`config.mk`:
```
export PLATFORM = sky130hd
export DESIGN_NAME = id_ex_stage
export DESIGN_NICKNAME = d
export VERILOG_FILES = /design/src/rtl/id_ex_stage.sv
export SDC_FILE = /design/constraint.sdc
export NUM_CORES = 2
export LEC_CHECK = 0
export CORE_MARGIN = 2
export CORE_UTILIZATION = 45
export DETAILED_ROUTE_END_ITERATION = 10
export GPL_TIMING_DRIVEN = 0
export SYNTH_ARGS = -nofsm -noshare
export SYNTH_HDL_FRONTEND = slang
export SYNTH_SLANG_ARGS = --single-unit
```
`constraint.sdc`:
```
create_clock -name clk -period 4.17 [get_ports clk]
set_clock_uncertainty 0.05 [all_clocks]
set_input_delay 1.251 -clock clk [delete_from_list [all_inputs] [get_ports clk]]
set_output_delay 1.251 -clock clk [all_outputs]
set_load 0.01 [all_outputs]
```
`src/rtl/id_ex_stage.sv`:
```
// Decode-to-execute stage: register file with optional write-through bypass,
// ID/EX pipeline register with bubble insertion, load-use stall detection and event counters.
module id_ex_stage #(
    parameter int XLEN        = 32,
    parameter int NREGS       = 32,
    parameter int CTRL_W      = 12,
    parameter int MEMREAD_BIT = 1,
    parameter int BYPASS      = 1,
    parameter int CNT_W       = 16
) (
    input  logic              clk,
    input  logic              reset,
    input  logic              RegWriteW,
    input  logic [4:0]        WriteAddressW,
    input  logic [XLEN-1:0]   writeDataW,
    input  logic              validD,
    input  logic [31:0]       instrD,
    input  logic [XLEN-1:0]   PCD,
    input  logic [CTRL_W-1:0] ctrlD,
    input  logic [XLEN-1:0]   immD,
    input  logic              FlushE,
    output logic [XLEN-1:0]   PCE,
    output logic [XLEN-1:0]   ReadOut1E,
    output logic [XLEN-1:0]   ReadOut2E,
    output logic [XLEN-1:0]   ImmE,
    output logic [CTRL_W-1:0] ctrlE,
    output logic [4:0]        Rs1E,
    output logic [4:0]        Rs2E,
    output logic [4:0]        RdE,
    output logic              validE,
    output logic              StallF,
    output logic              StallD,
    output logic [CNT_W-1:0]  stall_cycles,
    output logic [CNT_W-1:0]  flush_cycles
);

    localparam int AW = $clog2(NREGS);
    localparam logic [CNT_W-1:0] CNT_MAX = '1;

    logic [XLEN-1:0] rf [NREGS];
    logic [4:0]      rs1;
    logic [4:0]      rs2;
    logic [4:0]      rd;
    logic [XLEN-1:0] rd1;
    logic [XLEN-1:0] rd2;
    logic            wr_ok;
    logic            load_use;
    logic            bubble;
    logic            unused_instr;

    assign rs1 = instrD[19:15];
    assign rs2 = instrD[24:20];
    assign rd  = instrD[11:7];
    assign unused_instr = ^{instrD[31:25], instrD[14:12], instrD[6:0]};

    function automatic logic in_range(input logic [4:0] a);
        return ({1'b0, a} < 6'(NREGS));
    endfunction

    function automatic logic [XLEN-1:0] rf_read(input logic [4:0] a);
        logic [XLEN-1:0] v;
        v = '0;
        if (a != 5'd0 && in_range(a)) begin
            if (BYPASS != 0 && RegWriteW && WriteAddressW == a)
                v = writeDataW;
            else
                v = rf[a[AW-1:0]];
        end
        return v;
    endfunction

    assign wr_ok = RegWriteW && (WriteAddressW != 5'd0) && in_range(WriteAddressW);

    always_comb begin
        rd1 = rf_read(rs1);
        rd2 = rf_read(rs2);
    end

    always_ff @(posedge clk or negedge reset) begin
        if (!reset) begin
            for (int i = 0; i < NREGS; i++) rf[i] <= '0;
        end else if (wr_ok) begin
            rf[WriteAddressW[AW-1:0]] <= writeDataW;
        end
    end

    // Both source fields are compared whatever the format; a false stall only costs a cycle.
    assign load_use = validE && ctrlE[MEMREAD_BIT] && (RdE != 5'd0) && validD &&
                      ((RdE == rs1) || (RdE == rs2));
    assign StallD   = load_use && !FlushE;
    assign StallF   = StallD;
    assign bubble   = FlushE || load_use;

    always_ff @(posedge clk or negedge reset) begin
        if (!reset) begin
            PCE       <= '0;
            ReadOut1E <= '0;
            ReadOut2E <= '0;
            ImmE      <= '0;
            ctrlE     <= '0;
            Rs1E      <= '0;
            Rs2E      <= '0;
            RdE       <= '0;
            validE    <= 1'b0;
        end else begin
            PCE       <= PCD;
            ReadOut1E <= rd1;
            ReadOut2E <= rd2;
            ImmE      <= immD;
            Rs1E      <= rs1;
            Rs2E      <= rs2;
            RdE       <= rd;
            validE    <= validD && !bubble;
            ctrlE     <= (validD && !bubble) ? ctrlD : '0;
        end
    end

    always_ff @(posedge clk or negedge reset) begin
        if (!reset) begin
            stall_cycles <= '0;
            flush_cycles <= '0;
        end else begin
            if (StallD && stall_cycles != CNT_MAX) stall_cycles <= stall_cycles + 1'b1;
            if (FlushE && flush_cycles != CNT_MAX) flush_cycles <= flush_cycles + 1'b1;
        end
    end

endmodule
```
After elaboration in Yosys (flattened, before gate mapping)
Cells that the tools add are included.
{ "word_totals": {"register_bits": 1212, "input_bits": 150, "output_inout_bits": 190, "elab_cells": 92} }
{ "classes": {"add_sub_neg": 2, "magnitude_cmp": 4, "n_eq_ne": 6, "muxes": 14, "bitwise": 3, "n_reduce_logical": 20} }
{ "ops": {"columns": ["operator", "count"], "rows": [
  ["$bwmux 1024", 1],
  ["$bmux 32 s5", 2],
  ["$mux 32", 9],
  ["$demux 32 s5", 1],
  ["$add 16x1->16 const B", 2],
  ["$ne 16x16->1 const B", 2],
  ["$eq 5x5->1", 4],
  ["$reduce_bool 5->1", 4],
  ["$ge 6x6->1 const B", 3],
  ["$not 5->6", 3],
  ["$logic_and 1x1->1", 12],
  ["$mux 12", 1],
  ["$lt 6x1->1 const B", 1],
  ["$logic_not 1->1", 2],
  ["$logic_or 1x1->1", 2]
]} }

Depth between registers and ports, before layout
{ "logic_depth": {"word_depth": 8, "mapped_depth": 10, "ltp_nobuf": 6} }

Worst setup path after synthesis
No wires, ideal clock.
{ "synth_path": {"path_type": "input -> output", "startpoint": "in instrD[24]", "endpoint": "out StallF", "arrival_time_ps": 2841, "t_required_ps": 2869, "path_slack_ps": 28, "cell_stages": 7, "path_buffers": 3, "cell_sequence": "clkbuf_1 xor2_1 nor3_1 a22oi_1 clkbuf_1 nor4_1 buf_4"} }
{ "synth_via": {"elab_chain_len": 4} }
{ "synth_rtl": {"columns": ["item", "line", "rtl"], "rows": [
  ["start, declared", "17", "input logic [31:0] instrD,"],
  ["$eq 5x5->1", "89", "((RdE == rs1) || (RdE == rs2));"],
  ["$logic_or 1x1->1", "89", null],
  ["$logic_and 1x1->1", "88", "assign load_use = validE && ctrlE[MEMREAD_BIT] && (RdE != 5'd0) && validD &&"],
  ["$logic_and 1x1->1", "90", "assign StallD = load_use && !FlushE;"],
  ["end, declared", "31", "output logic StallF,"]
]} }
No other way between the ends.

Worst setup path in the final report
{ "layout_path": {"startpoint": "in instrD[16]", "endpoint": "reg ReadOut1E[1]"} }
{ "layout_via": {"elab_chain_len": 6, "elab_cells_between_ends": 9, "classes_between": "eq/ne (1); mux (5); bitwise (1); reduce/logical (2)"} }
{ "layout_rtl": {"columns": ["item", "line", "rtl"], "rows": [
  ["$not 5->6 (implied by the code)", "67", "v = rf[a[AW-1:0]];"],
  ["$bmux 32 s5", "67", null],
  ["$mux 32 (implied by the code) (2 in series)", "67", null],
  ["$mux 32", "64", "if (BYPASS != 0 && RegWriteW && WriteAddressW == a)"],
  ["$mux 32 (*)", "63", "if (a != 5'd0 && in_range(a)) begin"],
  ["named net rd1[1]", "44", "logic [XLEN-1:0] rd1;"],
  ["end signal, assigned", "107", "ReadOut1E <= rd1;"],
  ["end, declared", "23", "output logic [XLEN-1:0] ReadOut1E,"]
]} }
Mark *: on every way through the listed nets, which the timed path passes. The rest lies on a longest branch. The select of a mux whose other input is x is not followed.
A chain may end at the register's enable or synchronous reset.

==> out/qor.yml <==
status: "finished with violations"
violations: "max-capacitance violations, max-slew violations, negative setup slack"
synth.largest_area_cell: "dfrtp_1"
drt-wirelength-per-cell_um: 41.4
fp-row-count: 134
postLayoutCellArea_um2: 71400
synth_flop_cell: "dfrtp_1"
synth.most_common_cell: "dfrtp_1"
ys_ff_latch: 1212
syn_area_um2: 60600
ant_nets: 0
crit_fanout: 10
cts_tree: "yes"
numCtsBuffers: 141
whs_ps: 400
critPathLaunch: "instrD[16]"
rsz0062_at_grt: "false"
cpMostUsedCell: "a22o_1"
synthToLayoutAreaGrowth_pct: 17.7
cp_top_family: "buffers and inverters"
p_leak_nw: 31.1
yosysTopAreaCellShare_pct: 50.0
path_depth: 9
postLayoutSetupSlackWorst_ps: -215
final_layout_size_suffix_gt1_share_pct: 39.4
cp.required_ps: 4810
grt_pass1_vias: 42700
placed_area_um2: 66200
core-area_um2: 134000
antenna_found_initial: 21
synth_common_cells: "dfrtp_1, mux2_2, mux4_2"
drc: 0
dr.pass1.iters: 6
setup_viol: 16
slowest_delay_ps: 1080
yosys-top-cells-area: "dfrtp_1, mux2_2, mux4_2"
dp_hpwl_um: 189000
first_iter_violations: 6177
timing.fmax_mhz: 228
critPathLaunchType: "primary input"
p_per_area_nw_per_um2: 501
end_kind: "flip-flop"
min_period_ps: 4380
cts_hold_buf: 0
critPathSlowestCell: "clkbuf_1"
period_share_pct: 105
timing.rr.end: "ctrlE[8]$_DFF_PN0_"
start_util_pct: 45.4
fin_nets: 4796
root_buffer: "clkbuf_16"
grt_pass1_wl_um: 364000
reg2regPathDepth: 9
synthArstFlopShare_pct: 100
portBuffers: 315
ios: 340
worst-path-buf-inv: 4
slew_headroom_pct: -5.96
worstSetupPathType: "in -> reg"
clock-sinks: 1212
r2r_start: "RdE[0]$_DFF_PN0_"
via_count: 44100
peakVddDrop_v: 0.000421
hold_class: "in -> async"
cp_cell_sequence: "dlygate4sd2_1, buf_8, and2_1, buf_1, clkbuf_1, a22o_1, a211oi_1, a21oi_1, a22o_1"
worstPathArrival_ps: 5020
synth_fp_nets: 4320
vias_per_cell: 6.75
r2r_slack_ps: 1490
critPathCapture: "ReadOut1E[1]$_DFF_PN0_"
worst_pin_slew_ps: 1590
htree_levels: 4
yosysUniqueCellTypes: 61
clockBufferDepth: 3
maxSlewViolCount: 54
clock_latency_ps: 810
place_ws_ps: -2080
seq_area_frac_synth_pct: 50.0
synth_edf_count: 0
grt_remaining_overflow: 0
grt_use_total_pct: 39.2
gp_congestion: 1.03
wirelength_um: 270000
die_area_um2: 138000
grt_max_degree: 174
synth_area_per_cell_um2: 14.5
yosysWarnings: 0
max_cap_viol_count: 6
die_y_um: 371
hold_viol: 0
fp.dieW_um: 371
clk_pin_slew_worst_paths_ps: 60
synthCells: 4168
[state kept, by name, indices dropped and copies added (netlist names)]
register,cells
PCE,32
Rs2E,5
stall_cycles,16
RdE,5
rf,1024
validE,1
ReadOut1E,32
ReadOut2E,32
Rs1E,5
ctrlE,12
flush_cycles,16
ImmE,32
[layer usage]
layer  track usage (%)  wire length, µm
met1              52.8           105000
met2              53.0           110000
met3              16.1            36500
met4              22.7            18200
met5                 0              118
[final cells by class]
cell class,count,area (µm²)
Fill cell,11300,62200
Sequential cell,1212,30300
Multi-Input combinational cell,2504,28400
Clock buffer,201,4000
Timing Repair Buffer,336,3450
Buffer,445,2250
Tap cell,1768,2210
Clock inverter,49,698
Antenna cell,9,22.5
Inverter,4,15.0
[through the flow]
stage	utilization, %	TNS [ps]	cells	power [mW]
6_report	53.4	-1060	6528	35.7
5_1_grt	53.4	0	6519	36.8
4_1_cts	53.4	-99.5	6518	35.5
3_5_place_dp	49.6	-111160	6259	22.6
3_3_place_gp	49.4	-	6251	22.5
2_1_floorplan	-	0	4168	19.5
[worst min-delay path by stage]
| stage | endpoint | slack [ps] | depth (start not counted) |
|---|---|---|---|
| 2_1_floorplan | rf[1022]$_DFFE_PN0P_ | 390 | 1 |
| 3_3_place_gp | rf[995]$_DFFE_PN0P_ | 410 | 1 |
| 3_5_place_dp | rf[998]$_DFFE_PN0P_ | 420 | 1 |
| 4_1_cts | ImmE[22]$_DFF_PN0_ | 410 | 1 |
| 5_1_grt | flush_cycles[6]$_DFFE_PN0P_ | 440 | 1 |
| 6_report | flush_cycles[6]$_DFFE_PN0P_ | 400 | 1 |
[worst register-to-register path, stage by stage, from the launching register on]
cell     delay [ps]
dfrtp_1         630
xor2_1          220
nor3_2          230
a22oi_2         100
buf_6           140
buf_4           180
buf_4           180
o311a_1         400
buf_2           240
and2_1          220
[kinds of logic after synthesis]
group	synth area share [%]
flops	50.0
fa+ha+maj	0.0413
compound gates	5.33
xor+xnor	0.679
simple gates	2.50
mux	37.9
buf+inv	3.51
[power breakdown]
group          internal, mW  switching [mW]  total, mW
clock                  7.52            5.36       12.9
sequential             13.8            1.61       15.4
combinational          3.83            3.61       7.43
total                  25.2            10.6       35.7
[cell usage in the layout, fill, tap and decap left out, types with 8 or more instances in the layout]
cell type and n:
clkinv_2 17, clkbuf_1 241, a21oi_1 42, o21ai_0 25
diode_2 9, o221ai_1 56, clkdlybuf4s50_1 302, clkbuf_8 18
nor3_1 10, nor4_1 13, xor2_1 30, clkbuf_16 144
o41ai_1 12, clkbuf_4 8, nand4_1 8, buf_2 89
and2_1 14, nand2_1 121, buf_16 8, mux4_2 355
clkbuf_2 34, a221o_1 15, or4_1 8, buf_1 48
nor2_1 47, buf_4 59, bufinv_16 13, mux2i_1 317
a21boi_0 9, a22oi_1 45, a221oi_1 20, buf_6 17
xnor2_1 16, o22ai_1 77, mux2_2 1047, dfrtp_1 1212
a22o_1 44, a32o_1 30, nand3_1 35
[what timing repair did]
| action | 4_1_cts | 5_1_grt |
|---|---|---|
| setup endpoints to repair | 64 | 25 |
| resized for setup | 98 | 31 |
| pin swaps | 4 | 2 |
| buffers inserted | 12 | 1 |
Note: power is estimated with default switching activity, not from simulation.
